## src/rtl/ddr3_mem_model_rd_pipe.sv

```systemverilog
// ----------------------------------------------------------------------------
// ddr3_rd_pipe
// Fixed-depth shift register carrying {valid, data} read beats from the
// issue register to the Avalon read-return port.
//   clk       : clock, rising edge
//   reset_n   : asynchronous active-low clear of every stage
//   in_valid  : beat valid entering stage 0
//   in_data   : beat data entering stage 0
//   out_valid : valid of the last stage
//   out_data  : data of the last stage
// ----------------------------------------------------------------------------
module ddr3_rd_pipe #(
    parameter int DATA_W = 16,
    parameter int DEPTH  = 1
) (
    input  logic                     clk,
    input  logic                     reset_n,
    input  logic                     in_valid,
    input  logic signed [DATA_W-1:0] in_data,
    output logic                     out_valid,
    output logic signed [DATA_W-1:0] out_data
);

    logic                     vld [DEPTH];
    logic signed [DATA_W-1:0] dat [DEPTH];

    // Reset drops every in-flight beat so nothing returns after a reset.
    always_ff @(posedge clk or negedge reset_n) begin
        if (!reset_n) begin
            for (int i = 0; i < DEPTH; i++) begin
                vld[i] <= 1'b0;
                dat[i] <= '0;
            end
        end else begin
            vld[0] <= in_valid;
            dat[0] <= in_data;
            for (int i = 1; i < DEPTH; i++) begin
                vld[i] <= vld[i-1];
                dat[i] <= dat[i-1];
            end
        end
    end

    assign out_valid = vld[DEPTH-1];
    assign out_data  = dat[DEPTH-1];

endmodule

```

## config.mk

```make
export PLATFORM = sky130hd
export DESIGN_NAME = ddr3_rd_pipe
export DESIGN_NICKNAME = d
export VERILOG_FILES = /design/src/rtl/ddr3_mem_model_rd_pipe.sv
export SDC_FILE = /design/constraint.sdc
export NUM_CORES = 1
export LEC_CHECK = 0
export BUFFER_PORTS_ARGS = -buffer_cell sky130_fd_sc_hd__buf_2
export CAP_MARGIN = 25
export CORE_AREA = 2 2 39 41
export DETAILED_ROUTE_END_ITERATION = 16
export DIE_AREA = 0 0 41 43
export GPL_ROUTABILITY_DRIVEN = 0
export PLACE_DENSITY = 0.69
export SETUP_SLACK_MARGIN = 0.15
export SYNTH_ARGS = -nofsm -noshare
export SYNTH_HDL_FRONTEND = slang
export SYNTH_SLANG_ARGS = --single-unit
```

## constraint.sdc

```tcl
create_clock -name clk -period 1 [get_ports clk]
set_clock_uncertainty 0.1 [all_clocks]
set_input_delay 0.15 -clock clk [delete_from_list [all_inputs] [get_ports clk]]
set_output_delay 0.15 -clock clk [all_outputs]
set_load 0.05 [all_outputs]
```

==> results of run 1 <==
-- Yosys cell counts, drive strengths merged --
cell type	n
dfrtp	17
-- timing repair --
item,4_1_cts,5_1_grt
gates resized for setup,34,0
endpoints found under the setup margin,17,17
endpoints found under the hold margin,34,0
hold buffers,18,0
-- power by group --
part / switching (W) / internal [W] / total (W)
combinational: 0.000174 / 0.000137 / 0.000311
sequential: 0.0000172 / 0.000722 / 0.000739
clock: 0.000181 / 0.000154 / 0.000336
-- metrics by stage --
stage / setup WS, ns / cell area [sq um]
global route: -0.113 / 933
global placement: 0.195 / 621
floorplan: 0.164 / 425
detailed placement: 0.179 / 621
finish: -0.0814 / 933
CTS: -0.0764 / 933
-- final timing paths --
path	end	slack, ns	depth (start not counted)
worst max-delay path	out_data[11]	-0.08	1
worst min-delay path	out_data[14]	0.23	2
max in group asynchronous	out_data[6]	0.31	2
min in group clk	out_data[3]	0.42	2
-- cell families after synthesis --
group and Yosys count:
DFF 17
-- metal layers --
layer,share of wire,GRT usage
met5,0,0
met4,0,0.0933
met3,0.017,0.0419
met2,0.61,0.256
met1,0.37,0.211
-- cell type report --
| cell class | instances | share of cell area |
|---|---|---|
| flip-flops and latches | 17 | 0.456 |
| well taps | 16 | 0.0214 |
| repair buffers | 53 | 0.495 |
| clock buffers | 4 | 0.0282 |
-- state kept, by name, indices dropped and copies added (netlist names) --
name       count
out_data      16
out_valid      1
==> metrics.cfg, run 1 <==
[status]
run_status = complete, but fails checks
violated_checks = setup timing

[yosys]
post_synth_num_cell_types = 1
yosys_warnings = 0
syn_area_per_cell_sq_um = 25.0
ys_seq_elements = 17
synthesis.instances = 17
netlist_area_sq_um = 425
xor_xnor_cell_area_share_of_the_yosys_netlist = 0
synth_simple_gate_area_share = 0
post-synth-top-area-cell = sky130_fd_sc_hd__dfrtp_1
post_synth_fa_ha_maj_area_fraction = 0
synth.area.mux_share = 0
synth_largest_type_area_fraction = 1.00
netlist_top_cells_area = sky130_fd_sc_hd__dfrtp_1 (100%)
post_synthesis_compound_gate_area_fraction = 0
mappedNetlistNets = 36
yosysSeqAreaShare = 1.00

[final_layout]
layout-drive-gt1-share = 0.514
multi_input_area_sq_um = 0
commonest_non_fill_non_tap_cells_in_the_layout = sky130_fd_sc_hd__dlygate4sd3_1 (18), sky130_fd_sc_hd__buf_2 (18), sky130_fd_sc_hd__dfrtp_1 (17), sky130_fd_sc_hd__buf_6 (17), sky130_fd_sc_hd__clkbuf_4 (3)
utilization = 0.675
layout.comb_gates.multi_input = 0
filler_cell_count = 88
fin_cells = 90
n_antenna_cell = 0
final-seq-area_sq_um = 425
area_growth_pct = 119
design.final.nets = 94

[detailed_routing]
ant_nets = 0
post-route-drc-count = 0
vias_per_cell = 3.90
vias = 351
wl_mm = 1.17
firstDrtPassIters = 2
route.detailed.wl_per_inst_microns = 13.0
drtIter0Drc = 1

[clock_network]
cts_tree = done
cts.sinks = 17
number_of_post_cts_setup_repair_buffers = 0
cts_max_level = 1
clock_buffer_count_from_cts = 3
clkTransAtPathRegs_ns = 0.09
clock-root-buffer = sky130_fd_sc_hd__clkbuf_4
clk_path_buf_depth = 2

[worst_setup_path]
critical-path-max-stage-delay_ns = 0.40
startpoint_type = flip-flop
timing.critical_path.from = out_data[11]
crit_buf_inv = 1
critical_path.cell_chain = buf_6
critical_path_class = reg2out
worst_ep_arrival_time_ns = 0.83
kind_of_capture_point_of_the_worst_setup_path = output port
critical_path.top_delay_family = flip-flops
worst-endpoint-required_ns = 0.75
timing.critical_path.fanout_max = 1
highest_delay_cell_along_the_critical_path = sky130_fd_sc_hd__dfrtp_1

[floorplan]
floorplan.die.height_microns = 43
num_io_pins = 36
starting_utilization_of_the_core_area = 0.307
floorplan.rows = 14
die_width_microns = 41
floorplan.core_area_sq_um = 1380
floorplan.die_area_sq_um = 1760

[power_and_ir_drop]
worst_ir_drop_vdd_mv = 0.713
power.density_cell_area_nw_per_um2 = 1490
p_leak_nw = 0.462
fin_total_pwr_w = 0.00139

[placed_design]
port_buffer_count = 35
placed_cells = 68

[global_routing]
grt_remaining_overflow = 0
grt_antenna_before_repair = 0
groute.usage.overall = 0.169
number_of_global_route_vias_before_repair = 408
global_route_wire_length_before_repair_mm = 1.93
pin_count_of_the_biggest_net_entering_global_routing = 18

[timing]
final_critical_path_setup_slack_ns = -0.0814
finalHoldWorstSlack_ns = 0.231
max-slew-margin-rel = 0.762
slew_at_the_pin_with_the_worst_max_slew_slack_ns = 0.358
setup_total_negative_slack_ns = -0.998
timing.final.hold_violations = 0
final_period_minus_worst_setup_slack_ns = 1.08
final.period_utilization = 1.08
final_number_of_max_transition_violations = 0
grt_setup_unrepaired = true
max_freq_mhz = 925
finalSetupViolations = 17

[worst_hold_path]
hold_path.class = in2async

[job]
max_cap_viol_count = 0

No activity file was read; power rests on OpenSTA's default activity.
==> run 2: changes to the inputs <==
--- a/config.mk
+++ b/config.mk
@@ -7,11 +7,11 @@
 export LEC_CHECK = 0
 export BUFFER_PORTS_ARGS = -buffer_cell sky130_fd_sc_hd__buf_2
 export CAP_MARGIN = 25
-export CORE_AREA = 2 2 39 41
+export CORE_MARGIN = 4
+export CORE_UTILIZATION = 31
 export DETAILED_ROUTE_END_ITERATION = 16
-export DIE_AREA = 0 0 41 43
 export GPL_ROUTABILITY_DRIVEN = 0
-export PLACE_DENSITY = 0.69
+export PLACE_DENSITY = 0.7
 export SETUP_SLACK_MARGIN = 0.15
 export SYNTH_ARGS = -nofsm -noshare
 export SYNTH_HDL_FRONTEND = slang
==> constraint.sdc (replaced) <==
create_clock -name clk -period 0.9 [get_ports clk]
set_clock_uncertainty 0.1 [all_clocks]
set_input_delay 0.135 -clock clk [delete_from_list [all_inputs] [get_ports clk]]
set_output_delay 0.135 -clock clk [all_outputs]
set_load 0.05 [all_outputs]
==> metrics.cfg, run 2 (synthesized netlist as in run 1, its figures left out) <==
[timing]
grt_setup_unrepaired = true
finalSetupViolations = 17  ; unchanged
final_period_minus_worst_setup_slack_ns = 1.07
final_critical_path_setup_slack_ns = -0.171  ; -0.0899 ns
slew_at_the_pin_with_the_worst_max_slew_slack_ns = 0.224  ; -0.133 ns
max_freq_mhz = 934
max-slew-margin-rel = 0.850  ; +0.0889
setup_total_negative_slack_ns = -2.75  ; -1.75 ns
timing.final.hold_violations = 0  ; unchanged
final_number_of_max_transition_violations = 0  ; unchanged
finalHoldWorstSlack_ns = 0.179  ; -0.0518 ns
final.period_utilization = 1.19

[worst_setup_path]
highest_delay_cell_along_the_critical_path = sky130_fd_sc_hd__dfrtp_2
startpoint_type = flip-flop
critical_path.cell_chain = buf_6
worst_ep_arrival_time_ns = 0.84  ; about the same
critical-path-max-stage-delay_ns = 0.41  ; about the same
worst-endpoint-required_ns = 0.66  ; -0.09 ns
crit_buf_inv = 1  ; unchanged
timing.critical_path.fanout_max = 1  ; unchanged
critical_path.top_delay_family = flip-flops
kind_of_capture_point_of_the_worst_setup_path = output port
critical_path_class = reg2out

[clock_network]
cts_max_level = 1  ; unchanged
cts.sinks = 17  ; unchanged
clk_path_buf_depth = 2  ; unchanged
clock_buffer_count_from_cts = 3  ; unchanged
clkTransAtPathRegs_ns = 0.09  ; about the same
clock-root-buffer = sky130_fd_sc_hd__clkbuf_4
number_of_post_cts_setup_repair_buffers = 0  ; unchanged
cts_tree = done

[placed_design]
detailedPlace.worstSlack_ns = 0.0875  ; -0.0919 ns
port_buffer_count = 35  ; unchanged
post_dp_cell_area_sq_um = 641  ; +3.2%

[final_layout]
commonest_non_fill_non_tap_cells_in_the_layout = sky130_fd_sc_hd__dlygate4sd3_1 (18), sky130_fd_sc_hd__buf_2 (17), sky130_fd_sc_hd__dfrtp_2 (17), sky130_fd_sc_hd__buf_6 (17), sky130_fd_sc_hd__clkbuf_4 (4)
area_growth_pct = 125
design.final.nets = 94  ; unchanged
filler_cell_count = 94  ; +6.8%
layout.comb_gates.multi_input = 0  ; unchanged
multi_input_area_sq_um = 0  ; unchanged
leading_cell_type_in_the_layout_fill_and_taps_excluded = sky130_fd_sc_hd__dlygate4sd3_1
layout.cell_area.non_filler_sq_um = 956  ; +2.4%
layout-drive-gt1-share = 0.743  ; +0.230
largest_reg_flops = 16  ; unchanged
n_antenna_cell = 0  ; unchanged

[floorplan]
num_io_pins = 36  ; unchanged
floorplan.die_area_sq_um = 2030  ; +15%
floorplan.core_area_sq_um = 1300  ; -6.0%
floorplan.die.height_microns = 45.0  ; +4.8%
die_width_microns = 45.0  ; +9.9%
starting_utilization_of_the_core_area = 0.327  ; +0.0195
floorplan.rows = 13  ; -1

[status]
run_status = complete, but fails checks
violated_checks = setup timing

[power_and_ir_drop]
share_clk_of_total_power = 0.242  ; about the same
power.density_cell_area_nw_per_um2 = 1620  ; +8.8%
power.share.sequential = 0.535  ; +0.002
p_int_w = 0.00113  ; +12%
p_sw_w = 0.000411  ; +10%
power.switching_fraction = 0.266  ; -0.00291
power_frac_comb = 0.223  ; -0.002
worst_ir_drop_vdd_mv = 1.13  ; +59%
p_leak_nw = 0.446  ; -3.5%

[detailed_routing]
vias_per_cell = 4.04  ; +3.7%
ant_nets = 0  ; unchanged
firstDrtPassIters = 1  ; -1
vias = 360  ; +2.6%
post-route-drc-count = 0  ; unchanged
drtIter0Drc = 0  ; -1
wl_mm = 1.03  ; -12%
route.detailed.wl_per_inst_microns = 11.5  ; -11%

[global_routing]
grt_antenna_before_repair = 0  ; unchanged
pin_count_of_the_biggest_net_entering_global_routing = 18  ; unchanged
global_route_wire_length_before_repair_mm = 1.64  ; -15%
grt_remaining_overflow = 0  ; unchanged
number_of_global_route_vias_before_repair = 393  ; -3.7%
groute.usage.overall = 0.116  ; -0.0535

[job]
max_cap_viol_count = 0  ; unchanged

[worst_hold_path]
hold_path.class = in2async

-- run 2: changes by cell type in the layout (fill, tap and decap cells not counted) --
cell,previous run,this run
sky130_fd_sc_hd__buf_2,18,17
sky130_fd_sc_hd__dfrtp_2,0,17
sky130_fd_sc_hd__dfrtp_1,17,0
sky130_fd_sc_hd__clkbuf_4,3,4
-- run 2: path summary, 6_finish.rpt --
| check | from | end | slack [ns] | depth (start not counted) |
|---|---|---|---|---|
| setup / recovery | out_data[15] | out_data[15] | -0.17 | 1 |
| hold / removal | reset_n | out_data[9] | 0.18 | 2 |
| max in group asynchronous | reset_n | out_data[8] | 0.31 | 2 |
| min in group clk | in_data[14] | out_data[14] | 0.39 | 2 |
-- run 2: power by group through the flow --
stage / Combinational (W) / Sequential (W) / Clock, W
after global placement: 0.000233 / 0.000830 / 0
after detailed placement: 0.000237 / 0.000831 / 0
final: 0.000344 / 0.000826 / 0.000374
after floorplan: 0 / 0.000978 / 0
after global routing: 0.000363 / 0.000830 / 0.000444
after CTS: 0.000344 / 0.000825 / 0.000395
-- run 2: stage by stage --
stage / std cells / power [W] / utilization
3_3_place_gp: 67 / 0.00106 / 0.492
4_1_cts: 89 / 0.00156 / 0.733
6_report: 89 / 0.00154 / 0.735
5_1_grt: 89 / 0.00164 / 0.735
3_5_place_dp: 67 / 0.00107 / 0.492
2_1_floorplan: 17 / 0.000978 / -
-- run 2: per-layer routing --
| metal | GRT usage | routed length (microns) | up-vias |
|---|---|---|---|
| met2 | 0.220 | 570 | 23 |
| li1 | - | - | 167 |
| met1 | 0.120 | 329 | 170 |
| met3 | 0.0319 | 124 | 0 |
| met4 | 0.0351 | 0 | 0 |
| met5 | 0 | 0 | - |
-- run 2: final cells by class --
cell class / instances / area (sq um) / area share
tap: 15 / 18.8 / 0.0196
clock buffer: 4 / 26.3 / 0.0275
timing repair buffer: 53 / 464 / 0.486
sequential: 17 / 447 / 0.467
-- run 2: what timing repair did --
action / 4_1_cts / 5_1_grt
gates resized for setup: 34 / 1
hold buffers: 18 / 0
setup endpoints to repair: 17 / 34
endpoints found under the hold margin: 34 / 0
==> run 3: changes to the inputs <==
--- a/config.mk
+++ b/config.mk
@@ -5,7 +5,7 @@
 export SDC_FILE = /design/constraint.sdc
 export NUM_CORES = 1
 export LEC_CHECK = 0
-export BUFFER_PORTS_ARGS = -buffer_cell sky130_fd_sc_hd__buf_2
+export BUFFER_PORTS_ARGS = -buffer_cell sky130_fd_sc_hd__clkbuf_2
 export CAP_MARGIN = 25
 export CORE_MARGIN = 4
 export CORE_UTILIZATION = 31
==> metrics.cfg, run 3 (synthesized netlist as in run 1, its figures left out) <==
[timing]
timing.final.hold_violations = 17  ; +17
max-slew-margin-rel = 0.744  ; -0.106
max_freq_mhz = 924  ; -1.0%
grt_setup_unrepaired = true
final.period_utilization = 1.20  ; +0.0124
finalSetupViolations = 17  ; unchanged
final_period_minus_worst_setup_slack_ns = 1.08  ; +0.0111 ns
final_number_of_max_transition_violations = 0  ; unchanged
finalHoldWorstSlack_ns = -0.340  ; -0.518 ns
final_critical_path_setup_slack_ns = -0.182  ; -0.0111 ns
slew_at_the_pin_with_the_worst_max_slew_slack_ns = 0.384  ; +0.159 ns

[global_routing]
global_route_wire_length_before_repair_mm = 1.76  ; +7.1%
grt_remaining_overflow = 0  ; unchanged
pin_count_of_the_biggest_net_entering_global_routing = 18  ; unchanged
groute.usage.overall = 0.123  ; +0.00713
number_of_global_route_vias_before_repair = 409  ; +4.1%
grt_antenna_before_repair = 0  ; unchanged

[clock_network]
clkTransAtPathRegs_ns = 0.09  ; about the same
cts.sinks = 17  ; unchanged
cts_max_level = 1  ; unchanged
cts_tree = done
clk_path_buf_depth = 2  ; unchanged
clock_buffer_count_from_cts = 3  ; unchanged
ctsHoldBuffers = 17  ; -1
number_of_post_cts_setup_repair_buffers = 0  ; unchanged
clock-root-buffer = sky130_fd_sc_hd__clkbuf_4

[placed_design]
post_dp_cell_area_sq_um = 641  ; unchanged
detailedPlace.worstSlack_ns = 0.0584  ; -0.0291 ns
port_buffer_count = 35  ; unchanged
placed_cells = 67  ; unchanged

[worst_setup_path]
critical_path.cell_chain = buf_8
cp.depth = 1  ; unchanged
startpoint_type = flip-flop
kind_of_capture_point_of_the_worst_setup_path = output port
timing.critical_path.fanout_max = 1  ; unchanged
critical_path_class = reg2out
worst-endpoint-required_ns = 0.66  ; about the same
highest_delay_cell_along_the_critical_path = sky130_fd_sc_hd__dfrtp_2
critical-path-max-stage-delay_ns = 0.42  ; about the same
critical_path.top_delay_family = flip-flops
crit_buf_inv = 1  ; unchanged
worst_ep_arrival_time_ns = 0.85  ; about the same

[final_layout]
filler_cell_count = 83  ; -12%
leading_cell_type_in_the_layout_fill_and_taps_excluded = sky130_fd_sc_hd__clkbuf_2
largest_reg_flops = 16  ; unchanged
utilization = 0.774  ; +0.0394
fin_cells = 88  ; -1.1%
n_antenna_cell = 0  ; unchanged
layout-drive-gt1-share = 0.753  ; +0.0102
multi_input_area_sq_um = 0  ; unchanged
area_growth_pct = 137
commonest_non_fill_non_tap_cells_in_the_layout = sky130_fd_sc_hd__clkbuf_2 (18), sky130_fd_sc_hd__dlygate4sd3_1 (17), sky130_fd_sc_hd__dfrtp_2 (17), sky130_fd_sc_hd__buf_8 (17), sky130_fd_sc_hd__clkbuf_4 (3)
layout.cell_area.non_filler_sq_um = 1010  ; +5.4%
layout.comb_gates.multi_input = 0  ; unchanged
design.final.nets = 93  ; -1.1%

[floorplan]
die_width_microns = 45.0  ; unchanged
floorplan.rows = 13  ; unchanged
starting_utilization_of_the_core_area = 0.327  ; unchanged
floorplan.die_area_sq_um = 2030  ; unchanged
floorplan.die.height_microns = 45.0  ; unchanged
floorplan.core_area_sq_um = 1300  ; unchanged
num_io_pins = 36  ; unchanged

[power_and_ir_drop]
power_frac_comb = 0.234  ; +0.011
worst_ir_drop_vdd_mv = 1.16  ; +2.6%
share_clk_of_total_power = 0.239  ; -0.003
p_sw_w = 0.000426  ; +3.6%
power.share.sequential = 0.527  ; -0.008
power.switching_fraction = 0.268  ; +0.00224
fin_total_pwr_w = 0.00159  ; +2.7%
power.density_cell_area_nw_per_um2 = 1570  ; -2.5%
p_leak_nw = 0.468  ; +5.0%
p_int_w = 0.00116  ; +2.4%

[detailed_routing]
vias = 358  ; -0.56%
ant_nets = 0  ; unchanged
drtIter0Drc = 0  ; unchanged
vias_per_cell = 4.07  ; +0.57%
route.detailed.wl_per_inst_microns = 12.5  ; +8.6%
firstDrtPassIters = 1  ; unchanged
wl_mm = 1.10  ; +7.4%
post-route-drc-count = 0  ; unchanged

[worst_hold_path]
hold_path.class = in2async

[status]
run_status = complete, but fails checks
violated_checks = hold timing, setup timing

[job]
max_cap_viol_count = 0  ; unchanged

==> run 3: final timing paths <==
kind	from	end	slack, ns
min in group clk	in_data[7]	out_data[7]	0.40
hold / removal	reset_n	out_data[2]	-0.34
max in group asynchronous	reset_n	out_data[14]	0.74
setup / recovery	out_data[4]	out_data[4]	-0.18
==> run 3: per-stage QoR <==
stage | TNS (ns) | hold WS, ns
floorplan | 0 | -0.261
global placement | 0 | -0.0243
detailed placement | 0 | -0.0222
CTS | -3.27 | -0.333
global route | -3.49 | -0.310
finish | -2.95 | -0.340
==> run 3: final cells by class <==
| class | instances | area, sq um | area share |
|---|---|---|---|
| clock buffers | 4 | 26.3 | 0.0261 |
| repair buffers | 52 | 515 | 0.512 |
| well taps | 15 | 18.8 | 0.0186 |
| flip-flops and latches | 17 | 447 | 0.443 |
==> run 3: repair_timing <==
action	4_1_cts	5_1_grt
endpoints found under the hold margin	34	17
endpoints found under the setup margin	17	17
gates resized for setup	34	17
==> run 3: routing by layer <==
layer,GRT usage,vias up,wire length [microns]
li1,-,164,-
met1,0.114,171,295
met2,0.257,23,662
met3,0.0359,0,144
met4,0.0175,0,0
met5,0,-,0
==> run 3: power by group through the flow <==
stage	Sequential (W)	Combinational (W)	Clock, W
6_report	0.000835	0.000371	0.000379
5_1_grt	0.000839	0.000390	0.000435
4_1_cts	0.000823	0.000354	0.000398
3_5_place_dp	0.000832	0.000235	0
3_3_place_gp	0.000832	0.000232	0
2_1_floorplan	0.000978	0	0
